## config.mk

```make
export PLATFORM = sky130hd
export DESIGN_NAME = tdm_demux
export DESIGN_NICKNAME = d
export VERILOG_FILES = /design/src/rtl/tdm_demux.sv
export SDC_FILE = /design/constraint.sdc
export NUM_CORES = 1
export LEC_CHECK = 0
export BUFFER_PORTS_ARGS = -buffer_cell sky130_fd_sc_hd__buf_2
export CAP_MARGIN = 20
export CELL_PAD_IN_SITES_DETAIL_PLACEMENT = 1
export CELL_PAD_IN_SITES_GLOBAL_PLACEMENT = 2
export CORE_MARGIN = 2
export CORE_UTILIZATION = 44
export DETAILED_ROUTE_END_ITERATION = 6
export GPL_TIMING_DRIVEN = 0
export PLACE_DENSITY_LB_ADDON = 0.15
export SLEW_MARGIN = 20
export SYNTH_ARGS = -nofsm -noshare
export SYNTH_HDL_FRONTEND = slang
export SYNTH_SLANG_ARGS = --single-unit
```

## constraint.sdc

```tcl
create_clock -name clk -period 5.7 [get_ports clk]
set_clock_uncertainty 0.15 [all_clocks]
set_input_delay 0.285 -clock clk [delete_from_list [all_inputs] [get_ports clk]]
set_output_delay 0.285 -clock clk [all_outputs]
set_load 0.02 [all_outputs]
```

## src/rtl/tdm_demux.sv

```systemverilog
`default_nettype none
// ============================================================================
// Module   : tdm_demux
// Purpose  : Receive-side TDM demultiplexer. Re-frames a serial bit stream on
//            its sync marker and presents N_CH parallel W-bit channel words,
//            with one-cycle frame_valid / frame_err pulses.
// Revision : 1.0 - initial release
// ============================================================================
module tdm_demux #(
   parameter int N_CH = 4,
   parameter int W    = 8
) (
   input  logic              clk,
   input  logic              rst_n,
   input  logic              bit_en,
   input  logic              din,
   input  logic              sync_in,
   output logic [N_CH*W-1:0] ch_out,
   output logic              frame_valid,
   output logic              frame_err
);

   localparam int c_BW = (W    > 1) ? $clog2(W)    : 1;
   localparam int c_CW = (N_CH > 1) ? $clog2(N_CH) : 1;
   localparam logic [c_BW-1:0] c_BIT_LAST = c_BW'(W - 1);
   localparam logic [c_CW-1:0] c_CH_LAST  = c_CW'(N_CH - 1);

   typedef enum logic [0:0] {
      S_HUNT = 1'b0,
      S_RECV = 1'b1
   } state_t;

   state_t              r_state;
   logic [c_BW-1:0]     r_bit_cnt;
   logic [c_CW-1:0]     r_ch_cnt;
   // Only W-1 history bits are ever needed: the word leaves on the bit that
   // would otherwise fill the top position.
   logic [W-2:0]        r_sh;
   // The last channel is merged straight into ch_out, so no slot is kept for it.
   logic [(N_CH-1)*W-1:0] r_stg;

   logic [W-1:0]        w_word;
   logic                w_frame_start;
   logic                w_word_done;

   assign w_word        = {r_sh, din};
   assign w_frame_start = (r_bit_cnt == '0) && (r_ch_cnt == '0);
   assign w_word_done   = bit_en && (r_state == S_RECV) && !w_frame_start &&
                          !sync_in && (r_bit_cnt == c_BIT_LAST);

   // Staging slots for channels 0..N_CH-2, loaded as each word completes.
   for (genvar k = 0; k < N_CH - 1; k++) begin : g_stg
      // Capture the completed word into its slot.
      always_ff @(posedge clk or negedge rst_n) begin
         if (!rst_n) begin
            r_stg[k*W +: W] <= '0;
         end else if (w_word_done && (r_ch_cnt == c_CW'(k))) begin
            r_stg[k*W +: W] <= w_word;
         end
      end
   end

   // Framing FSM, counters, shift register and registered outputs.
   always_ff @(posedge clk or negedge rst_n) begin
      if (!rst_n) begin
         r_state     <= S_HUNT;
         r_bit_cnt   <= '0;
         r_ch_cnt    <= '0;
         r_sh        <= '0;
         ch_out      <= '0;
         frame_valid <= 1'b0;
         frame_err   <= 1'b0;
      end else begin
         frame_valid <= 1'b0;
         frame_err   <= 1'b0;
         if (bit_en) begin
            case (r_state)
               S_HUNT: begin
                  if (sync_in) begin
                     // Sync bit is the MSB of channel 0.
                     r_sh      <= '0;
                     r_sh[0]   <= din;
                     r_bit_cnt <= c_BW'(1);
                     r_ch_cnt  <= '0;
                     r_state   <= S_RECV;
                  end
               end
               S_RECV: begin
                  if (w_frame_start) begin
                     if (sync_in) begin
                        r_sh      <= '0;
                        r_sh[0]   <= din;
                        r_bit_cnt <= c_BW'(1);
                     end else begin
                        // Sync missing where a frame must begin: lose lock.
                        frame_err <= 1'b1;
                        r_state   <= S_HUNT;
                     end
                  end else if (sync_in) begin
                     // Early sync: drop the partial frame, re-align here.
                     frame_err <= 1'b1;
                     r_sh      <= '0;
                     r_sh[0]   <= din;
                     r_bit_cnt <= c_BW'(1);
                     r_ch_cnt  <= '0;
                  end else begin
                     r_sh <= w_word[W-2:0];
                     if (r_bit_cnt == c_BIT_LAST) begin
                        r_bit_cnt <= '0;
                        if (r_ch_cnt == c_CH_LAST) begin
                           ch_out      <= {w_word, r_stg};
                           frame_valid <= 1'b1;
                           r_ch_cnt    <= '0;
                        end else begin
                           r_ch_cnt <= r_ch_cnt + c_CW'(1);
                        end
                     end else begin
                        r_bit_cnt <= r_bit_cnt + c_BW'(1);
                     end
                  end
               end
               default: r_state <= S_HUNT;
            endcase
         end
      end
   end

endmodule
`default_nettype wire

```

==> results.md, run 1 <==
* Synth top cells by count: dfrtp_1 (71), mux2_4 (30), mux2_2 (25)
* Post-Place Setup Slack at 3240 ps
* Sum of negative setup slack at 0 ps
* Async set-reset flop share out of synthesis at 100%
* Syn-to-layout area delta at 17.2%
* Status: finished, final reports clean
* Cells after synthesis at about 200
* 1st-iter DRT viols at 25
* EDFF count, synth at 0
* Class of the worst hold path: input pin to register
* Initial antenna violation count at 0
* Synth area leader: dfrtp_1
* Xor/xnor share of the synthesized area at 0%
* Number of placed instances, taps included at between 300 and 400
* Largest net degree at the start of global routing at 58
* Post-synthesis compound-gate area fraction at 4.49%
* Die Span X at between 80 and 90 um
* Crit start category: register
* Final GP Congestion at 0.756
* Vias per cell at 5.23
* Die height at 87.4 um
* Worst-path clk slew at 80 ps
* Total power at approximately 0.0012 W
* Site Rows at 30
* #FFs+latches synth at 71
* Critical Path AT at 2540 ps
* Placed Area at between 3000 and 4000 sq um
* PD cells at 332 nW/um^2
* 1st-pass router iterations at 4
* WL final at 6000 um
* Largest family of logic cells by synthesized area: multiplexers
* Final worst setup slack at ~3200 ps
* Cell variety after synth at 30
* Worst Path Required at approximately 5800 ps
* DRC viols at 0
* Synth area leaders: dfrtp_1 (58%), mux2_4 (15%), mux2_2 (9.2%)
* Vias in the first global route at ~1800
* Fin. Hold Viols at 0
* CTS H-Tree Depth at 3
* WS Path Type: register to register
* Antenna-violating nets left at 0
* Setup violators final at 0
* RSZ-0062 raised after global routing: false
* Final period util at 43.2%
* Setup crit end kind: register
* Finished Layout Cells at 338
* Synth Flop Type: dfrtp_1
* Worst-path fanout max at 10
* Sink Count at around 70
* Post-synthesis mux area share at 24.6%
* Yosys top cell area share at between 50 and 60%
* Mapped Nets at 215
* Clk buf depth at 2
* Post-Synth Simple-Gate Area at 6.54%
* Worst R2R Path Depth at 9
* Ys Warns at 0
* Min cycle time layout at between 2000 and 2500 ps
* Vias at around 1800
* Leakage at 1.97 nW
* Final instance area at 3590 sq um
* Ant. Diodes at 0
* Achievable Freq at 406 MHz
* Peak VDD IR at around 290 uV
* Share of layout cells above drive strength 1 at between 40% and 50%
* Num CTS Buffers at 9
* Max Slew Vio Count at 0
* Port buffer count at 38
* Initial Util at 45.3%
* Clock latency at the later pin of the worst-skew pair at 340 ps
* DP HPWL at 4020 um
* Measured slew at the worst slew-check pin at 441 ps
* Die Area at 7640 sq um
* Boundary Pins at 39
* WL/cell at around 18 um
* Mapped cell area at 3060 sq um
* Post-synthesis sequential area ratio at 58.0%
* First-pass GRT wire length at 9640 um
* Most common cell in the synthesized netlist: dfrtp_1
* Max-cap violation count at 0
* Layout Nets at 266
* Root Buffer: clkbuf_8
* Post-CTS sizing at 0
* Synthesized area per cell at 15.2 sq um
* Total gr overflow at 0
* Slew headroom at 70.6%
* Core Region at 6760 sq um
* Synth Area in Adders at under 10%
* Hold_buf cts at 1
* Total global-route track usage at 17.1%
* Post-CTS setup buffers at 0
* CTS tree: done
* Hold Crit Depth at 2
==> stage by stage <==
stage	util, %	hold WS (ps)
2_1_floorplan	-	-161
3_3_place_gp	49.6	325
3_5_place_dp	50.1	10.2
4_1_cts	53.1	89.0
5_1_grt	53.1	112
6_report	53.1	99.3
==> sequential cells by signal (all words and copies together), names as in the netlist <==
name and cells:
r_sh 7, ch_out 32, frame_valid 1, r_bit_cnt 3, r_state 1, r_ch_cnt 2
frame_err 1, r_stg 24
==> layout make-up <==
class	count	area [sq um]
fill	685	3170
sequential	71	1780
multi-input combinational	115	1190
timing repair buffer	40	230
clock buffer	9	124
tap	80	100
clock inverter	7	72.6
buffer	8	61.3
inverter	8	32.5
==> worst paths after layout <==
check / from / endpoint / slack, ps
hold / removal: bit_en / r_bit_cnt[0] / 100
hold reg to reg: r_stg[22] / r_stg[22] / 350
setup reg to reg: r_ch_cnt[0] / ch_out[12] / 3240
max in group asynchronous: rst_n / r_stg[6] / 4670
min in group asynchronous: rst_n / ch_out[8] / 190
setup / recovery: r_ch_cnt[0] / ch_out[12] / 3240
==> critical path, stage by stage, from the launching register on <==
cell	delay (ps)
dfrtp_1	460
inv_1	90
ha_1	260
and3b_1	180
buf_2	160
inv_4	140
ha_1	210
nand4_4	160
buf_6	220
mux2_4	310
==> cell families (layout without fill, tap and decap cells) <==
logic type / after synthesis / after routing
AO/OA/AOI/OAI: 19 / 19
buffers and inverters: 16 / 72
flip-flops: 71 / 71
multiplexers: 57 / 57
AND/OR/NAND/NOR: 31 / 31
adder cells (fa/ha/maj): 8 / 8
==> report_power, final <==
group | internal (W) | leakage [nW] | switching (W) | total [W]
combinational | 0.0000719 | 0.891 | 0.000134 | 0.000206
sequential | 0.000539 | 0.981 | 0.0000475 | 0.000587
clock | 0.000203 | 0.0956 | 0.000197 | 0.000399
==> routing by layer <==
metal,global-route usage (%),vias to the layer above,share of wire [%]
met2,26.9,27,48
met4,7.55,0,1.8
met3,2.84,8,2.1
li1,-,826,-
met5,0,-,0
met1,23.2,907,48
==> layout by cell type (no fill, tap or decap), types with 3 or more instances in the layout <==
cell and n:
ha_1 8, mux2_4 30, inv_1 7, clkbuf_8 9, o21ai_0 6, mux2_2 25
nand3_4 3, dfrtp_1 71, nand2_1 17, buf_2 38, buf_6 3, o221ai_1 6
buf_4 3
Note: power is estimated with default switching activity, not from simulation.
==> run 2, diff against run 1 <==
CORE_UTILIZATION = 37   (was 44)
clock period = 2 ns   (was 5.7 ns; I/O delays follow)
==> run 2 against run 1 <==
The run now ends with hold timing, setup timing left. Non-clock buffer count increased by 16. Power grew to 3.0 times the previous value. Via count is 3.7% higher. Largest power group unchanged. Sequential power increased to 2.8 times the previous value. Setup slack got worse by 3300 ps. Maximum frequency is 22% higher. Critical path depth unchanged. Worst hold slack worse by 100 ps. Wire length increased by 6.7%.
==> results.md, run 2 (synthesis results as in run 1) <==
* Vias in the first global route at just under 2000
* Site Rows at 33
* Hold_ws at -4.58 ps
* PD cells at between 900 and 1000 nW/um^2
* Vias at ~1800
* Antenna-violating nets left at 0
* Layout Nets at 282
* Final instance area at 3900 sq um
* Initial antenna violation count at 0
* Leakage at 2.09 nW
* Initial Util at a little under two fifths
* Root Buffer: clkbuf_8
* Final worst setup slack at -20.7 ps
* Vias per cell at 4.84
* Slew headroom at a little over three fifths
* Largest reg by FF count: ch_out
* WL final at 6400 um
* WL/cell at between 15 and 20 um
* Setup violators final at 10
* Num CTS Buffers at 9
* Clk buf depth at 2
* HP Start: sync_in
* CTS H-Tree Depth at 3
* DP HPWL at 4100 um
* Core Region at 8130 sq um
* 1st-pass router iterations at 4
* Total power at ~0.0036 W
* Port buffer count at 38
* Number of placed instances, taps included at approximately 350
* Peak VDD IR at roughly 440 uV
* Sink Count at 71
* Die Span X at 95.0 um
* Worst Path Required at 2080 ps
* Achievable Freq at ~490 MHz
* Leading cell types in the layout, fill and taps excluded: dfrtp_1 (70), buf_2 (37), mux2_4 (32)
* Total global-route track usage at between 10% and 20%
* Crit start category: register
* Failing checks: hold timing, setup timing
* Status: complete, but fails checks
* Fin. Hold Viols at 1
* Worst-path clk slew at approximately 80 ps
* Die Area at 9020 sq um
* CTS tree: done
* Final GP Congestion at 0.718
* Critical Path AT at roughly 2100 ps
* Worst R2R Path Depth at 9
* Die height at about 95 um
* Syn-to-layout area delta at 27.3%
* Total gr overflow at 0
* Largest net degree at the start of global routing at 48
* Ant. Diodes at 0
* Min-Delay Endpoint: r_bit_cnt[2]
* Max Slew Vio Count at 0
* Critical R2R Launch: r_ch_cnt[0]
* Largest register FFs at 32
* Share of layout cells above drive strength 1 at 53.6%
* DRC viols at 0
* First-pass GRT wire length at 10500 um
* Biggest regs: ch_out (32), r_stg (24), r_sh (7)
* Placed Area at 3450 sq um
* RSZ-0062 raised after global routing: true
* 1st-iter DRT viols at 58
* Setup crit end kind: register
* Boundary Pins at 39
* Worst-path fanout max at 7
* Fillcell total at 850
* Finished Layout Cells at 379
* Max-cap violation count at 0
* Min cycle time layout at 2020 ps
* Class of the worst hold path: input pin to register
* Commonest non-fill, non-tap cell in the layout: dfrtp_1
* Final period util at 101%
* Measured slew at the worst slew-check pin at 563 ps
* Hold Crit Depth at 4
* Reg2Reg Capture Point: ch_out[2]
* Clock latency at the later pin of the worst-skew pair at 340 ps
* R2r setup slk at -20 ps
* WS Path Type: register to register
## run 2: timing repair
item	in CTS	in global routing
hold buffers	3	0
buffers inserted	10	2
cloned	1	2
pin swaps	2	4
endpoints found under the hold margin	80	0
resized for setup	13	6
endpoints found under the setup margin	57	64
## run 2: through the flow
step	hold slack, ps	utilization (%)	setup TNS [ps]	worst slack, ps
after floorplan	-346	-	-1660	-55.4
after global placement	280	42.1	-9840	-297
after detailed placement	-115	42.4	-10670	-315
after CTS	2.51	47.0	-1140	-53.7
after global routing	44.5	47.9	-2950	-91.2
final	-4.58	47.9	-132	-20.7
## run 2: final cells by class
class / count / area (sq um) / share of cell area (%)
flip-flops and latches: 71 / 1780 / 45.6
multi-input cells: 115 / 1250 / 32.2
repair buffers: 57 / 434 / 11.1
clock buffers: 10 / 138 / 3.53
well taps: 105 / 131 / 3.37
plain buffers: 7 / 82.6 / 2.12
clock inverters: 6 / 43.8 / 1.12
inverters: 8 / 37.5 / 0.963
## run 2: worst max-delay path by stage
| stage | startpoint | endpoint | slack (ps) | depth (start not counted) |
|---|---|---|---|---|
| 2_1_floorplan | r_ch_cnt[0] | ch_out[10] | -60 | 9 |
| 3_3_place_gp | r_ch_cnt[0] | ch_out[2] | -300 | 9 |
| 3_5_place_dp | r_ch_cnt[0] | ch_out[14] | -310 | 9 |
| 4_1_cts | r_bit_cnt[0] | ch_out[26] | -50 | 10 |
| 5_1_grt | r_bit_cnt[0] | ch_out[25] | -90 | 9 |
| 6_report | r_ch_cnt[0] | ch_out[2] | -20 | 9 |
## run 2: power by group
group	leakage [nW]	switching [W]	internal (W)
Sequential	0.979	0.000136	0.00154
Combinational	1.02	0.000475	0.000361
Clock	0.0926	0.000564	0.000488
## run 2: per-layer routing
layer | vias up | part of all wire [%] | global-route usage, %
li1 | 860 | - | -
met1 | 939 | 50 | 22.1
met2 | 29 | 46 | 24.3
met3 | 6 | 3.1 | 4.31
met4 | 0 | 1.1 | 3.99
met5 | - | 0 | 0
## run 2: worst max-delay path, stage by stage (launching register included)
cell and delay, ps:
dfrtp_2 410, inv_2 80, ha_4 130, and3b_2 250, inv_8 40, ha_4 150, nand4_4 60, buf_12 160
clkbuf_16 160, mux2_4 290
==> run 3, diff against run 2 <==
CTS_BUF_LIST = sky130_fd_sc_hd__clkbuf_16   (was not set)
HOLD_SLACK_MARGIN = 0.05   (was not set)
==> run 3 against run 2 <==
The run ends with setup timing left. Combinational power down 6.2%. Setup slack worse by 12 ps. Clock power up 38%. Wire length down 0.58%. Sequential power about the same. Core utilization up 1.0 points. Worst hold slack better by 63 ps. Global-route usage up 0.068 points. Non-clock buffer count down 1. Via count unchanged. Die area unchanged.
==> results.md, run 3 (synthesis results as in run 1) <==
* Status: complete, but fails checks
* Failing checks: setup timing
* Min-Delay Endpoint: r_bit_cnt[1]
* Max Slew Vio Count at 0
* Final period util at 102%
* Worst R2R Path Depth at 9
* Port buffer count at 38
* Die Area at ~9000 sq um
* Critical Path AT at 2090 ps
* Final instance area at 3980 sq um
* CTS tree: done
* Buf/Inv on CP at 4
* Clk buf depth at 2
* 1st-pass router iterations at 4
* Worst Path Required at between 2000 and 2500 ps
* Largest register FFs at 32
* Layout Nets at approximately 280
* Antenna-violating nets left at 0
* Post-Place Setup Slack at -315 ps
* Core Region at 8130 sq um
* Ant. Diodes at 0
* Area occupied by multi-input gates at 1240 sq um
* Fillcell total at 837
* Internal power at 0.00271 W
* Measured slew at the worst slew-check pin at 568 ps
* Setup violators final at 26
* Number of placed instances, taps included at 346
* Vias per cell at 4.85
* RSZ-0062 raised after global routing: true
* CTS H-Tree Depth at 3
* Total gr overflow at 0
* Root Buffer: clkbuf_16
* Critical R2R Launch: r_ch_cnt[0]
* Finished Layout Cells at 378
* Min cycle time layout at 2030 ps
* Vias at around 1800
* Psw at 0.00120 W
* Final GP Congestion at just over 0.7
* Final worst setup slack at -32.9 ps
* Share of layout cells above drive strength 1 at 51.6%
* Sw frac at 30.8%
* First-pass GRT wire length at 10400 um
* Die Span X at 95.0 um
* Initial Util at between 30% and 40%
* Num CTS Buffers at 9
* Critical Path Start: r_ch_cnt[0]
* Reg2Reg Capture Point: ch_out[24]
* PD cells at 983 nW/um^2
* Largest reg by FF count: ch_out
* Power share of the clock group at 37.2%
* Placed Area at 3450 sq um
* 1st-iter DRT viols at 45
* DP HPWL at 4100 um
* CP max stage delay at just over 400 ps
* Util after Layout at between 40% and 50%
* Crit start category: register
* Class of the worst hold path: input pin to register
* Achievable Freq at between 400 and 500 MHz
* Peak VDD IR at roughly 490 uV
* Boundary Pins at 39
* DRC viols at 0
* Combinational share of power at approximately a fifth
* Die height at 95.0 um
* Leakage at 2.13 nW
* Max-cap violation count at 0
* Vias in the first global route at 1961
* Setup crit end kind: register
* WL final at 6370 um
* Critical path's slowest cell: dfrtp_2
* Leading cell types in the layout, fill and taps excluded: dfrtp_1 (70), buf_2 (37), mux2_4 (32)
* Sink Count at 71
* WL/cell at 16.8 um
* Syn-to-layout area delta at 29.9%
* Slew headroom at just over 60%
* Biggest regs: ch_out (32), r_stg (24), r_sh (7)
* Total global-route track usage at 15.8%
* Fin. Hold Viols at 0
* Site Rows at 33
* R2r setup slk at -30 ps
* Area taken by flip-flops and latches at 1780 sq um
* Commonest non-fill, non-tap cell in the layout: dfrtp_1
* Sequential Power Share at a little over two fifths
* Most frequent CP cell: ha_4
* Hold_ws at 58.2 ps
* Worst-path fanout max at 7
* WS Path Type: register to register
* Crit path max-delay family: buffers and inverters
* HP Start: sync_in
* Largest net degree at the start of global routing at 48
* Clock latency at the later pin of the worst-skew pair at around 330 ps
* Worst-path clk slew at ~60 ps
* Initial antenna violation count at 0
* Hold Crit Depth at 3
* Crit-path cells: inv_2 -> ha_4 -> and3b_2 -> inv_8 -> ha_4 -> nand4_4 -> buf_12 -> clkbuf_16 -> mux2_4
run 3: worst max-delay path by stage:
| stage | endpoint | slack (ps) | cells past startpoint |
|---|---|---|---|
| after floorplan | ch_out[10] | -60 | 9 |
| after global placement | ch_out[2] | -300 | 9 |
| after detailed placement | ch_out[14] | -310 | 9 |
| after CTS | ch_out[26] | -80 | 10 |
| after global routing | ch_out[24] | -100 | 9 |
| final | ch_out[24] | -30 | 9 |
run 3: routing by layer:
layer	routed length, um	track usage (%)	up-vias
met5	0	0	-
met4	102	6.52	0
met3	208	3.83	8
met2	2890	23.9	34
met1	3160	21.8	930
li1	-	-	862
run 3: final cells by class:
type | instances | area share, %
plain buffers | 7 | 2.07
clock buffers | 9 | 5.66
clock inverters | 7 | 1.19
inverters | 8 | 0.943
multi-input cells | 115 | 31.2
flip-flops and latches | 71 | 44.7
well taps | 105 | 3.30
repair buffers | 56 | 10.9
run 3: timing repair:
item | CTS | global route
hold buffers | 5 | 0
setup buffers | 9 | 0
pin swaps | 2 | 2
setup endpoints to repair | 57 | 60
resized for setup | 11 | 6
gates cloned | 2 | 1
hold endpoints to repair | 81 | 0
run 3: tightest hold or removal path, delay by kind of cell:
kind                   cells  cell delay, ps
buffers and inverters      1             120
AOI/OAI and AO/OA          2             260
run 3: stage by stage:
| step | power (W) | TNS (ps) |
|---|---|---|
| finish | 0.00391 | -297 |
| global route | 0.00414 | -2880 |
| CTS | 0.00400 | -1610 |
| detailed placement | 0.00237 | -10670 |
| global placement | 0.00235 | -9840 |
| floorplan | 0.00214 | -1660 |
run 3: power groups by stage:
stage | combinational [W] | sequential (W) | clock (W)
2_1_floorplan | 0.000476 | 0.00166 | 0
3_3_place_gp | 0.000636 | 0.00171 | 0
3_5_place_dp | 0.000652 | 0.00171 | 0
4_1_cts | 0.000821 | 0.00167 | 0.00150
5_1_grt | 0.000884 | 0.00169 | 0.00156
6_report | 0.000784 | 0.00167 | 0.00145
